==> src/rtl/sauria_cfg_shadow.sv <==
// Double-buffered configuration register set: words are staged into a shadow bank, then applied atomically once the engine is idle.
// Define SAURIA_CFG_READBACK_EN to add a registered readback port into the shadow bank.
module sauria_cfg_shadow #(
  parameter int N_REGS = 8,
  parameter int LAST_W = 32,
  localparam int AW = (N_REGS > 1) ? $clog2(N_REGS) : 1
) (
  input  logic                   i_clk,
  input  logic                   i_rst,
  input  logic [31:0]            i_cfg_wdata,
  input  logic                   i_cfg_wvalid,
  output logic                   o_cfg_wready,
  input  logic                   i_cfg_commit,
  input  logic                   i_eng_busy,
  output logic [N_REGS*32-1:0]   o_cfg_vector,
  output logic                   o_cfg_update,
  output logic                   o_cfg_pending,
  output logic                   o_cfg_err
`ifdef SAURIA_CFG_READBACK_EN
  ,
  input  logic [AW-1:0]          i_cfg_raddr,
  output logic [31:0]            o_cfg_rdata
`endif
);

  localparam logic [31:0] LAST_MASK = 32'hFFFF_FFFF >> (32 - LAST_W);
  localparam logic [AW-1:0] WCNT_LAST = AW'(N_REGS - 1);

  typedef enum logic [1:0] {
    LOAD  = 2'd0,
    FULL  = 2'd1,
    ARMED = 2'd2,
    XFER  = 2'd3
  } state_t;

  state_t state_reg, state_next;

  logic [AW-1:0]                wcnt_reg, wcnt_next;
  logic [N_REGS-1:0][31:0]      shadow_reg, shadow_next;
  logic [N_REGS-1:0][31:0]      active_reg;
  logic                         err_reg;

  logic wready;
  logic pending;
  logic update;
  logic wr_en;
  logic wr_last;

  assign wr_en   = i_cfg_wvalid & wready;
  assign wr_last = wr_en && (wcnt_reg == WCNT_LAST);

  // State register
  always_ff @(posedge i_clk or posedge i_rst) begin
    if (i_rst) begin
      state_reg <= LOAD;
    end else begin
      state_reg <= state_next;
    end
  end

  // Next-state logic
  always_comb begin
    state_next = state_reg;
    case (state_reg)
      LOAD:    if (wr_last)       state_next = FULL;
      FULL:    if (i_cfg_commit)  state_next = ARMED;
      ARMED:   if (!i_eng_busy)   state_next = XFER;
      // Busy re-asserting in the transfer cycle defers the copy so the
      // active set can never change under a running engine.
      XFER:    state_next = i_eng_busy ? ARMED : LOAD;
      default: state_next = LOAD;
    endcase
  end

  // Output logic
  always_comb begin
    wready  = 1'b0;
    pending = 1'b0;
    update  = 1'b0;
    case (state_reg)
      LOAD:    wready  = 1'b1;
      FULL:    pending = 1'b1;
      ARMED:   pending = 1'b1;
      XFER:    update  = !i_eng_busy;
      default: wready  = 1'b0;
    endcase
  end

  assign wcnt_next = wr_en ? (wr_last ? '0 : wcnt_reg + 1'b1) : wcnt_reg;

  genvar gi;
  generate
    for (gi = 0; gi < N_REGS; gi++) begin : g_word
      localparam logic [31:0] WORD_MASK = (gi == N_REGS - 1) ? LAST_MASK : 32'hFFFF_FFFF;
      assign shadow_next[gi] = (wr_en && (wcnt_reg == AW'(gi))) ? (i_cfg_wdata & WORD_MASK)
                                                                  : shadow_reg[gi];
    end
  endgenerate

  always_ff @(posedge i_clk or posedge i_rst) begin
    if (i_rst) begin
      wcnt_reg   <= '0;
      shadow_reg <= '0;
      active_reg <= '0;
      err_reg    <= 1'b0;
    end else begin
      wcnt_reg   <= wcnt_next;
      shadow_reg <= shadow_next;
      if (update) begin
        active_reg <= shadow_reg;
      end
      // A commit against an incomplete set is a sticky error.
      if (i_cfg_commit && (state_reg == LOAD)) begin
        err_reg <= 1'b1;
      end
    end
  end

  assign o_cfg_wready  = wready;
  assign o_cfg_pending = pending;
  assign o_cfg_update  = update;
  assign o_cfg_err     = err_reg;
  assign o_cfg_vector  = active_reg;

`ifdef SAURIA_CFG_READBACK_EN
  logic [31:0] rdata_reg;

  always_ff @(posedge i_clk or posedge i_rst) begin
    if (i_rst) begin
      rdata_reg <= '0;
    end else if ({{(32-AW){1'b0}}, i_cfg_raddr} < 32'(N_REGS)) begin
      rdata_reg <= shadow_reg[i_cfg_raddr];
    end else begin
      rdata_reg <= '0;
    end
  end

  assign o_cfg_rdata = rdata_reg;
`endif

endmodule
==> config.mk <==
export PLATFORM = sky130hd
export DESIGN_NAME = sauria_cfg_shadow
export DESIGN_NICKNAME = d
export VERILOG_FILES = /design/src/rtl/sauria_cfg_shadow.sv
export SDC_FILE = /design/constraint.sdc
export NUM_CORES = 1
export LEC_CHECK = 0
export BUFFER_PORTS_ARGS = -buffer_cell sky130_fd_sc_hd__buf_2
export CAP_MARGIN = 30
export CORE_AREA = 2 2 190 192
export DETAILED_ROUTE_END_ITERATION = 7
export DIE_AREA = 0 0 192 194
export PLACE_DENSITY = 0.78
export SYNTH_ARGS = -nofsm -noshare
export SYNTH_HDL_FRONTEND = slang
export SYNTH_SLANG_ARGS = --single-unit
==> constraint.sdc <==
create_clock -name i_clk -period 29 [get_ports i_clk]
set_input_delay 8.7 -clock i_clk [delete_from_list [all_inputs] [get_ports i_clk]]
set_output_delay 8.7 -clock i_clk [all_outputs]
set_load 0.005 [all_outputs]
=== Yosys cells after proc, flatten, opt, wreduce, memory -nomap -nowiden ===
Cells that the tools add are included.
W data, S select, Z words.

* Bits in registers: 518
* Bits of input ports: 37

* $add $sub $neg: 1
* Equal/unequal tests: 13
* Mux-type cells: 9
* Bitwise logic cells: 1
* Reduce and logical (&&, ||, !) cells: 14

{| class="wikitable"
|+ Operator list
! kind !! number
|-
| $eq A3 B3 Y1 const B || 4
|-
| $logic_and A1 B1 Y1 || 9
|-
| $mux W2 || 4
|-
| $pmux W2 S4 || 1
|-
| $eq A3 B2 Y1 const B || 2
|-
| $ne A2 B2 Y1 const B || 3
|-
| $eq A2 B2 Y1 const B || 2
|-
| $add A3 B1 Y3 const B || 1
|-
| $eq A3 B1 Y1 const B || 1
|-
| $logic_not A3 Y1 || 1
|-
| $mux W1 || 3
|-
| $mux W3 || 1
|-
| $reduce_and A3 Y1 || 1
|-
| $eq A2 B1 Y1 const B || 1
|-
| $logic_not A2 Y1 || 1
|-
| $reduce_or A2 Y1 || 1
|-
| $and A1 B1 Y1 || 1
|-
| $logic_not A1 Y1 || 1
|}

=== Logic depth before layout (Yosys ltp) ===
* Depth after elaboration: 6
* Gate-level depth with buffers: 8
* Mapped depth without buffers: 5

=== Worst setup path after synthesis ===
Ideal clock, no wire load.

* Kind: in2out
* Start: in i_eng_busy
* End: out o_cfg_update
* Data arrival time: 9277 ps
* Slack: 11023 ps
* Stages: 4
* Buffers on the path: 2
* Path through: nand2b_1 buf_2 inv_2 clkbuf_1

* Word-level cells in the longest chain between the ends: 2

{| class="wikitable"
|+ RTL lines
! item !! line !! source
|-
| start: declaration || 14 || <nowiki>input logic i_eng_busy,</nowiki>
|-
| $logic_not A1 Y1 || 84 || <nowiki>XFER: update = !i_eng_busy;</nowiki>
|-
| $mux W1 || 80 || <nowiki>case (state_reg)</nowiki>
|-
| end: declaration || 16 || <nowiki>output logic o_cfg_update,</nowiki>
|}

Every way passes these cells.

=== Worst setup path in the final report ===
Same ends and word-level chain as after synthesis.

==> flow_metrics.py <==
metrics = {
    "status": {
        "outcome": "finished clean",
    },
    "yosys": {
        "synth_top_cell_by_area": "dfrtp_1",
        "synthAdderAreaFrac_pct": 0.706,
        "synth-compound-area-share_pct": 0.327,
        "async_flop_share_pct": 100,
        "ys.warnings.count": 0,
        "synthXorXnorAreaFrac_pct": 0,
        "ys_seq_elements": 518,
        "ys_top_cells_by_area": "dfrtp_1 (67%), nand2_1 (15%), mux2_2 (14%)",
        "ys.flop_type": "dfrtp_1",
        "ys_top_cells_by_count": "nand2_1 (772), dfrtp_1 (518), mux2_2 (250)",
        "synthMuxAreaShare_pct": 14.8,
        "synth_top_family_by_area": "simple AND/OR/NAND/NOR gates",
        "synth_enable_flop_cells": 0,
        "yosys.area_share.simple_pct": 15.4,
        "synth_cells": 1670,
        "yosys.cell_count.top_type": "nand2_1",
        "syn_area_mm2": 0.0195,
        "syn-num-nets": 1718,
        "synth-seq-area-share_pct": 66.5,
        "netlist.area_leader.share_pct": 66.5,
        "synthDistinctLibCells": 28,
        "syn-mean-instance-area_um2": 11.7,
    },
    "sta": {
        "fmax_mhz": 52.5,
        "fin_worst_skew_ps": 11.2,
        "finalSetupTns_ps": 0,
        "post-route-min-period_ps": 19060,
        "timing.final.hold_violations": 0,
        "relSlewSlack_pct": 37.2,
        "hold-worst-slack_ps": 459,
        "fin_crit_sh_pct": 65.7,
        "fin_ws_ps": 9940,
        "finalMaxSlewViolations": 0,
        "final-setup-viol-count": 0,
        "rsz0062_at_grt": "no",
        "tightest_slew_ps": 942,
    },
    "power_and_ir_drop": {
        "vdd_drop_max_v": 0.0000730,
        "p_leak_nw": 12.9,
        "powerDensity_mw_per_mm2": 106,
        "pwr-share-seq_pct": 49.0,
        "swShare_pct": 30.6,
        "intPower_mw": 1.70,
        "combPwrFrac_pct": 24.9,
        "p_sw_uw": 751,
        "clockPowerShare_pct": 26.2,
        "total_power_mw": 2.45,
    },
    "floorplan": {
        "core_mm2": 0.0352,
        "die_w_um": 192,
        "ioPinCount": 297,
        "start_util_pct": 55.3,
        "die_height_um": 194,
        "dieArea_mm2": 0.0372,
        "rows": 69,
    },
    "clock_network": {
        "cts_setup_buffers": 0,
        "cts_buffer_depth": 3,
        "cts_sinks": 518,
        "clk_latency_ps": 560,
        "cts_made_buffers": 50,
        "ctsResizeCount": 0,
        "htreeDepth": 2,
        "cts_hold_buf": 0,
        "clk_pin_slew_ps": 60,
        "tritoncts": "built",
        "cts_root_buffer": "clkbuf_16",
    },
    "placed_design": {
        "gp_congestion": 0.809,
        "place_ws_ps": 9960,
        "port_buffers": 296,
        "dpl.hpwl_mm": 28.8,
    },
    "run": {
        "timing.max_cap.violations": 0,
    },
    "drt": {
        "post-route-drc-count": 0,
        "vias_per_cell": 5.32,
        "vias": 13100,
        "routed_wl_mm": 46.0,
        "drtAntennaViolNets": 0,
        "drt_iter0_markers": 857,
        "avgRoutedWirePerCell_um": 18.7,
        "firstDrtPassIters": 5,
    },
    "critical_path": {
        "crit_start": "i_eng_busy",
        "worstPathArrival_ps": 10360,
        "reg2reg_depth": 5,
        "crit_path_end": "o_cfg_update",
        "r2r-end": "shadow_reg[214]",
        "r2r_slack_ps": 26050,
        "cp-end-kind": "output pin",
        "crit_required_ps": 20300,
        "crit_type": "input pin to output pin",
        "cp-start-kind": "input pin",
        "r2r-start": "state_reg[0]",
        "crit_path_max_fanout": 95,
    },
    "final_layout": {
        "syn2layout_area_growth_pct": 18.6,
        "drive_gt1_share_pct": 32.6,
        "nNetsFinal": 2007,
        "n_antenna_cell": 0,
    },
    "global_route": {
        "top_usage_layer": "met2",
        "grt_first_pass_wirelength_mm": 73.7,
        "grt_max_degree": 131,
        "grt_pass1_vias": 13500,
        "track_usage_pct": 25.3,
        "met1_usage_pct": 34.9,
        "grt_util_met2_pct": 40.8,
        "antenna_found_initial": 0,
        "grt-ovfl-total": 0,
        "use_met3_pct": 5.34,
    },
    "worst_hold_path": {
        "hold_path_class": "flip-flop to flip-flop",
    },
}
## cell usage in the layout (no fill, tap or decap), drive strengths merged
cell type  count
nand4          4
and2b          1
nor3           1
o21ai          1
dfrtp        518
mux2         256
o22ai          1
clkinv         5
a21oi          1
inv            8
a2111oi        1
nand3          4
buf          320
nor4           1
nor2b          1
o31ai          1
a21boi         1
nand2b         2
a21o           2
nand2        772
bufinv         2
ha            11
clkbuf        80
a211o          1
## logic make-up (layout without fill, tap and decap cells)
group,Yosys count,count (layout)
AND/OR/NAND/NOR,786,786
flip-flops,518,518
multiplexers,256,256
buffers and inverters,90,415
adder cells (fa/ha/maj),11,11
AO/OA/AOI/OAI,9,9
## worst max-delay path, stage by stage
cell	delay, ps
buf_2	110
nand2b_4	560
inv_8	660
buf_2	220
## per-stage QoR
stage               cells  util, %  instance area (um^2)
finish               2456     65.7                 23100
global route         2456     65.7                 23100
CTS                  2453     65.4                 23000
detailed placement   2365     60.8                 21400
global placement     2359     60.4                 21300
floorplan            1670        -                 19500
## worst min-delay path by stage
stage,startpoint,slack (ps),endpoint,depth (start not counted)
after floorplan,shadow_reg[0],430,o_cfg_vector[0],2
after global placement,o_cfg_err,440,o_cfg_err,1
after detailed placement,o_cfg_err,440,o_cfg_err,1
after CTS,shadow_reg[238],460,o_cfg_vector[238],2
after global routing,shadow_reg[103],480,o_cfg_vector[103],2
final,shadow_reg[123],460,o_cfg_vector[123],2
## metal layers
layer | vias to the layer above | share of wire, %
li1 | 5904 | -
met1 | 6713 | 43
met2 | 367 | 49
met3 | 75 | 5.7
met4 | 0 | 2.3
met5 | - | 0
## power groups by stage
stage,registers [mW],clock network (mW),logic (mW)
final,1.20,0.641,0.610
after global routing,1.23,0.683,0.686
after CTS,1.20,0.652,0.617
after detailed placement,1.20,0,0.611
after floorplan,1.17,0,0.354
after global placement,1.19,0,0.580
## final cells by class
type                            count  area [um^2]
Sequential cell                   518        13000
Clock inverter                      8         93.8
Multi-Input combinational cell   1062         6110
Tap cell                          461          577
Fill cell                        2617        12100
Inverter                            7         41.3
Timing Repair Buffer              320         1810
Clock buffer                       80         1540
Note: power is estimated with default switching activity, not from simulation.
